<file path="src/rtl/dzcpu_useq.sv">
// dzcpu_useq: microprogram sequencer -- opcode fetch, LUT dispatch and micro-PC stepping.
// The CB-prefix redirect is built only when DZCPU_USEQ_CB_EN is defined.
module dzcpu_useq (
    input  logic        iClock,
    input  logic        iReset,
    input  logic [7:0]  iMop,
    input  logic        iMopValid,
    output logic        oMopReq,
    output logic [7:0]  oLutMop,
    input  logic [7:0]  iLutIdx,
    input  logic [7:0]  iCbLutIdx,
    output logic [7:0]  oRomAddr,
    input  logic [12:0] iUop,
    output logic [12:0] oUop,
    output logic        oUopValid,
    input  logic        iStall,
    input  logic        iFlagZ,
    output logic        oPcInc,
    output logic        oFlagUpdate,
    output logic        oEof,
    output logic        oCbActive,
    output logic        oFault
);
    localparam logic [4:0] P_JCB_OP = 5'h1F;

    typedef enum logic [2:0] {
        S_FETCH,
        S_DISPATCH,
        S_EXEC,
`ifdef DZCPU_USEQ_CB_EN
        S_CB_FETCH,
        S_CB_DISPATCH,
`endif
        S_FAULT
    } state_t;

    state_t     state, next_state;
    logic [7:0] upc, next_upc;
    logic [7:0] lut_mop;
    logic       latch_mop;
    logic       advance;
    logic [3:0] ctrl;
    logic [4:0] opf;

    assign ctrl     = iUop[12:9];
    assign opf      = iUop[8:4];
    assign oUop     = iUop;
    assign oRomAddr = upc;
    assign oLutMop  = lut_mop;
    assign oFault   = (state == S_FAULT);

    always_comb begin
        // NOTE: every signal driven here gets a default first, so no latch can be inferred.
        next_state  = state;
        next_upc    = upc;
        latch_mop   = 1'b0;
        advance     = 1'b0;
        oMopReq     = 1'b0;
        oUopValid   = 1'b0;
        oPcInc      = 1'b0;
        oFlagUpdate = 1'b0;
        oEof        = 1'b0;
        case (state)
            S_FETCH: begin
                oMopReq = 1'b1;
                if (iMopValid) begin
                    latch_mop  = 1'b1;
                    next_state = S_DISPATCH;
                end
            end
            S_DISPATCH: begin
                next_upc   = iLutIdx;
                next_state = S_EXEC;
            end
`ifdef DZCPU_USEQ_CB_EN
            S_CB_FETCH: begin
                oMopReq = 1'b1;
                if (iMopValid) begin
                    latch_mop  = 1'b1;
                    next_state = S_CB_DISPATCH;
                end
            end
            S_CB_DISPATCH: begin
                next_upc   = iCbLutIdx;
                next_state = S_EXEC;
            end
`endif
            S_EXEC: begin
                if (!iStall) begin
                    oUopValid = 1'b1;
                    case (ctrl)
                        4'd0, 4'd9: advance = 1'b1;
                        4'd1: begin
                            oPcInc  = 1'b1;
                            advance = 1'b1;
                        end
                        // Codes 2..5: bit 0 selects PC increment, bit 2 selects flag commit.
                        4'd2, 4'd3, 4'd4, 4'd5: begin
                            oPcInc      = ctrl[0];
                            oFlagUpdate = ctrl[2];
                            oEof        = 1'b1;
                        end
                        4'd6, 4'd7: begin
                            oPcInc = 1'b1;
                            if (iFlagZ == ~ctrl[0]) begin
                                oUopValid = 1'b0;
                                oEof      = 1'b1;
                            end else begin
                                advance = 1'b1;
                            end
                        end
                        4'd8: begin
                            oFlagUpdate = 1'b1;
                            advance     = 1'b1;
                        end
                        default: begin
                            oUopValid  = 1'b0;
                            next_state = S_FAULT;
                        end
                    endcase
                    // The CB jump keeps only the PC-increment part of the control code.
                    if (opf == P_JCB_OP && ctrl <= 4'd9) begin
                        oFlagUpdate = 1'b0;
                        oEof        = 1'b0;
                        advance     = 1'b0;
`ifdef DZCPU_USEQ_CB_EN
                        oUopValid   = 1'b1;
                        next_state  = S_CB_FETCH;
`else
                        oUopValid   = 1'b0;
                        oPcInc      = 1'b0;
                        next_state  = S_FAULT;
`endif
                    end
                    if (oEof) begin
                        next_state = S_FETCH;
                    end
                    if (advance) begin
                        if (upc == 8'hFF) begin
                            next_state = S_FAULT;
                        end else begin
                            next_upc = upc + 8'd1;
                        end
                    end
                end
            end
            default: ;
        endcase
    end

    // NOTE: sequential state uses non-blocking assignments so every flop samples pre-edge values.
    always_ff @(posedge iClock or negedge iReset) begin
        if (!iReset) begin
            state   <= S_FETCH;
            upc     <= 8'd0;
            lut_mop <= 8'd0;
        end else begin
            state <= next_state;
            upc   <= next_upc;
            if (latch_mop) begin
                lut_mop <= iMop;
            end
        end
    end

`ifdef DZCPU_USEQ_CB_EN
    logic cb_active;
    logic unused_bits;

    always_ff @(posedge iClock or negedge iReset) begin
        if (!iReset) begin
            cb_active <= 1'b0;
        end else if (state == S_CB_DISPATCH) begin
            cb_active <= 1'b1;
        end else if (oEof || next_state == S_FAULT) begin
            cb_active <= 1'b0;
        end
    end

    assign oCbActive   = cb_active;
    assign unused_bits = ^iUop[3:0];
`else
    logic unused_bits;

    assign oCbActive   = 1'b0;
    assign unused_bits = ^{iUop[3:0], iCbLutIdx};
`endif

endmodule

</file>
<file path="config.mk">
export PLATFORM = sky130hd
export DESIGN_NAME = dzcpu_useq
export DESIGN_NICKNAME = d
export VERILOG_FILES = /design/src/rtl/dzcpu_useq.sv
export SDC_FILE = /design/constraint.sdc
export NUM_CORES = 1
export LEC_CHECK = 0
export CORE_ASPECT_RATIO = 0.6
export CORE_MARGIN = 4
export CORE_UTILIZATION = 39
export CTS_BUF_LIST = sky130_fd_sc_hd__clkbuf_8
export DETAILED_ROUTE_END_ITERATION = 8
export GPL_TIMING_DRIVEN = 0
export PLACE_DENSITY_LB_ADDON = 0.1
export SYNTH_ARGS = -nofsm -noshare
export SYNTH_HDL_FRONTEND = slang
export SYNTH_SLANG_ARGS = --single-unit
</file>
<file path="constraint.sdc">
create_clock -name iClock -period 2.2 [get_ports iClock]
set_clock_uncertainty 0.1 [all_clocks]
set_input_delay 0.22 -clock iClock [delete_from_list [all_inputs] [get_ports iClock]]
set_output_delay 0.22 -clock iClock [all_outputs]
set_load 0.005 [all_outputs]
</file>
### Word level (Yosys, flattened, before mapping)

Index checks and enable logic that the tools add are counted.

* register bits after elaboration: 19
* input bits: 42
* output and inout port bits: 36
* word-level logic and storage cells: 77

* $add $sub $neg: 1
* magnitude comparators: 1
* equal/unequal tests: 19
* mux-type cells: 39
* bitwise logic cells: 1
* reductions and logical operators: 13

Operator list (count)
* 8-bit two-way mux: 3
* 1-bit two-way mux: 22
* 3-bit two-way mux: 7
* 4-bit by 3-bit equality test with 1-bit output (second input constant): 4
* 8-bit case mux with 2 select lines: 1
* 1-bit case mux with 2 select lines: 5
* 10-bit OR reduction: 1
* 3-bit case mux with 3 select lines: 1
* 8-bit by 1-bit adder with 8-bit output (second input constant): 1
* 4-bit by 2-bit equality test with 1-bit output (second input constant): 2
* 4-bit equality test (second input constant): 2
* 8-bit equality test (second input constant): 1
* 2-bit inequality test (second input constant): 4
* 4-bit OR reduction: 2
* 8-bit OR reduction: 1
* 3-bit by 2-bit equality test with 1-bit output (second input constant): 2
* 5-bit equality test (second input constant): 1
* 4-bit by 1-bit equality test with 1-bit output (second input constant): 1
* 4-bit <= comparator (second input constant): 1
* 4-bit zero test: 1
* 4-bit AND reduction: 1
* 3-bit by 1-bit equality test with 1-bit output (second input constant): 1
* 3-bit zero test: 1
* 3-bit AND reduction: 1
* 7 further kinds: 7

### Longest topological paths before layout

* depth in word-level cells: 12
* depth in mapped cells: 7
* depth with buffers taken out: 6

### Worst setup path before layout

OpenSTA, ideal clock, no wires.

* path type: register to output
* start point: reg state[2]
* end point: out oFlagUpdate
* data arrival time: 1.394 ns
* setup slack: 0.486 ns
* stages on the path, launching flop included: 7
* cell sequence: dfrtp_1 buf_6 or3b_1 buf_2 nor2_2 o21ai_1 nor3_1

* longest elaborated chain between the ends: 2

Ends and longest elaborated chain
* start: declaration: RTL line 37 `state_t state, next_state;`
* start signal: assignment: RTL line 158 `state <= next_state;`
* 3-bit by 2-bit equality test with 1-bit output: RTL line 63 `case (state)`
* 1-bit two-way mux: RTL line 63
* end: declaration: RTL line 19 `output logic oFlagUpdate,`

Every way passes these cells.

### Worst setup path after layout

* start point: reg state[2]
* end point: out oUopValid

* longest elaborated chain between the ends: 2

Ends and longest elaborated chain
* 3-bit by 2-bit equality test with 1-bit output: RTL line 63
* 1-bit two-way mux: RTL line 63
* end: declaration: RTL line 15 `output logic oUopValid,`

Every way passes these cells.

==> run_results.csv <==
group,metric,value,unit
outcome,status,"finished, final reports clean",
critical_path,cpMostUsedCell,"buf_6",
critical_path,slowest_stage,"or3b_4",
die,start_util,40.6,%
hold_path,hold_path_class,"input pin to async pin",
synth,synth_warnings,0,
clock_tree,root_buffer,"clkbuf_8",
clock_tree,cts_tree,"built",
die,ioPinCount,78,
sta,relSlewSlack,42.4,%
global_routing,grt_remaining_overflow,0,
sta,fmax,0.469,GHz
clock_tree,post_cts_buffers,0,
critical_path,path_max_fanout,10,
layout,final_common_cell,"clkdlybuf4s50_1",
synth,synth_cell_types,47,
drt,viasPerCell,5.19,
layout,layout-drive-gt1-share,22.1,%
critical_path,timing.rr.end,"oRomAddr[2]$_DFFE_PN0P_",
place,dp_hpwl,2900,um
place,port_buffers,64,
critical_path,rr_startpoint,"oRomAddr[0]$_DFFE_PN0P_",
clock_tree,cts.sinks,19,
critical_path,regToRegSetupSlack,0.33,ns
synth,netlist_area,1330,um^2
critical_path,required,1.88,ns
critical_path,cpPeakStageDelay,0.39,ns
synth,yosysSeqAreaShare,35.9,%
power,ir_drop,0.533,mV
layout,nets,252,
clock_tree,clk_pin_slew,0.07,ns
critical_path,reg2reg_depth,6,
global_routing,grt_first_pass_wirelength,5820,um
power,switching_share,37.6,%
critical_path,critPathTopFamily,"simple AND/OR/NAND/NOR gates",
drt,ant_nets,0,
die,rows,16,
global_routing,antenna_found_initial,0,
critical_path,worst_setup_path_start_kind,"flop",
power,leakage,0.847,nW
place,postPlaceCellArea,2020,um^2
die,fp.dieH,53.2,um
layout,synthToLayoutAreaGrowth,56.8,%
synth,synth_edf_count,0,
layout,utilization,63.7,%
place,placed_cells,249,
critical_path,end_kind,"output port",
drt,wl,3660,um
place,gp_congestion,0.826,
drt,dr.pass1.iters,4,
sta,setup_viol,0,
synth,synth-async-reset-ratio,100,%
power,power.total,2.16,mW
sta,period_needed,2.13,ns
layout,fin_area,2080,um^2
clock_tree,cts.path.max_buffers,2,
drt,drc,0,
critical_path,critPathBufInv,3,
power,p_per_area,1040,nW/um^2
global_routing,grt_max_degree,20,
layout,nFillCells,269,
power,pwr-share-seq,31.0,%
sta,final_min_period_over_clock_period,96.9,%
layout,layout_common_cells,"60 x clkdlybuf4s50_1, 19 x dfrtp_1, 15 x buf_4",
synth,syn_nets,183,
power,comb_power_share,57.8,%
die,die_x,83.3,um
power,netSwitchingPower,813,uW
drt,vias,1312,
sta,tightest_slew,0.861,ns
layout,final_cell_count_no_fill,253,
synth,synth-main-ff-cell,"dfrtp_1",
power,p_clk_share,11.2,%
sta,hold_viol_final,0,
synth,synth.avg_cell_area,9.46,um^2
critical_path,crit_type,"flop to output port",
clock_tree,clk_latency,0.26,ns
die,die-area,4420,um^2
clock_tree,htree_levels,1,
critical_path,cp_cell_sequence,"buf_6 -> or3b_4 -> buf_6 -> nor2_4 -> o21ai_4 -> nor2_1 -> clkdlybuf4s15_1",
layout,antenna_cells,0,
die,core_area,3260,um^2
global_routing,grt_pass1_vias,1238,
power,intPower,1.35,mW
drt,wl_per_cell,14.5,um
drt,drt_iter0_drc,48,
sta,slew_violations,0,
synth,yosys_register_bits,19,
critical_path,crit_arrival,1.81,ns
global_routing,grtUsageTotal,16.3,%
run,maxCapViolCount,0,
synth,syn_inst,140,
sta,rsz0062_at_grt,"false",
clock_tree,cts_buffers,3,
## sequential cells by signal (all words and copies together), names as in the netlist
name	flops
oLutMop	8
oRomAddr	8
state	3
## power by group through the flow
stage | Clock (mW) | Sequential (mW) | Combinational (mW)
after floorplan | 0 | 0.656 | 0.645
after global placement | 0 | 0.659 | 1.19
after detailed placement | 0 | 0.672 | 1.22
after CTS | 0.256 | 0.665 | 1.24
after global routing | 0.266 | 0.693 | 1.36
final | 0.242 | 0.670 | 1.25
## metal layers
metal | global-route usage (%) | up-vias | part of all wire (%)
met4 | 1.36 | 0 | 0.11
met2 | 27.8 | 52 | 46
met3 | 6.07 | 2 | 8.5
met5 | 0 | - | 0
li1 | - | 640 | -
met1 | 20.7 | 618 | 45
## area by class of cell
class                      count  area (um^2)  share of cell area, %
tap                           45         56.3                   2.71
timing repair buffer          64          626                   30.1
buffer                        19          144                   6.92
sequential                    19          475                   22.9
inverter                       4         15.0                  0.722
multi-input combinational     98          716                   34.4
clock buffer                   3         41.3                   1.99
clock inverter                 1         5.00                  0.241
## kinds of logic after synthesis
| group | count (synthesis) | synth area share, % |
|---|---|---|
| AOI/OAI and AO/OA | 39 | 21.5 |
| xor gates and xnor gates | 1 | 1.23 |
| adders and majority gates | 1 | 0.944 |
| buffers and inverters | 23 | 11.5 |
| DFF | 19 | 35.9 |
| muxes | 9 | 7.55 |
| other | 1 | 0.283 |
| and+or+nand+nor | 47 | 21.1 |
## worst max path at each step
stage / from / end / slack, ns / cells after the start
floorplan: state[2]$_DFFE_PN0P_ / oFlagUpdate / 0.49 / 6
global placement: state[2]$_DFFE_PN0P_ / oPcInc / -0.08 / 7
detailed placement: state[2]$_DFFE_PN0P_ / oFlagUpdate / -0.12 / 7
CTS: state[2]$_DFFE_PN0P_ / oUopValid / 0.02 / 7
global route: state[2]$_DFFE_PN0P_ / oFlagUpdate / 0.02 / 7
finish: state[2]$_DFFE_PN0P_ / oUopValid / 0.07 / 7
## synth_stat cells (2+ instances only)
master,number,area share (%)
nand2_1,5,1.4
nand4_1,3,1.4
buf_2,2,0.76
a21oi_1,5,1.9
o22a_1,3,2.0
mux2_2,8,6.8
nor2_1,13,3.7
inv_1,4,1.1
nor3_1,6,2.3
nor2_2,3,1.4
o21ai_1,4,1.5
buf_4,15,8.5
nor3b_1,3,1.7
and2_1,3,1.4
o21a_1,2,1.1
dfrtp_1,19,36
nor4b_2,2,2.3
a31oi_1,4,1.9
nand3_1,2,0.76
o21ai_0,7,2.6
## timing repair
action / in CTS / in global routing
endpoints found under the setup margin: 4 / 2
hold buffers: 0 / 0
pin swaps: 2 / 0
resized for setup: 16 / 4
## metrics by stage
step                hold WS, ns  TNS (ns)  setup WS, ns
finish                    0.352         0        0.0686
global route              0.415         0        0.0157
CTS                       0.379         0        0.0158
detailed placement        0.395    -0.330        -0.123
global placement          0.388    -0.221       -0.0849
floorplan                -0.176         0         0.486
Power figures use the tool's default switching activity.
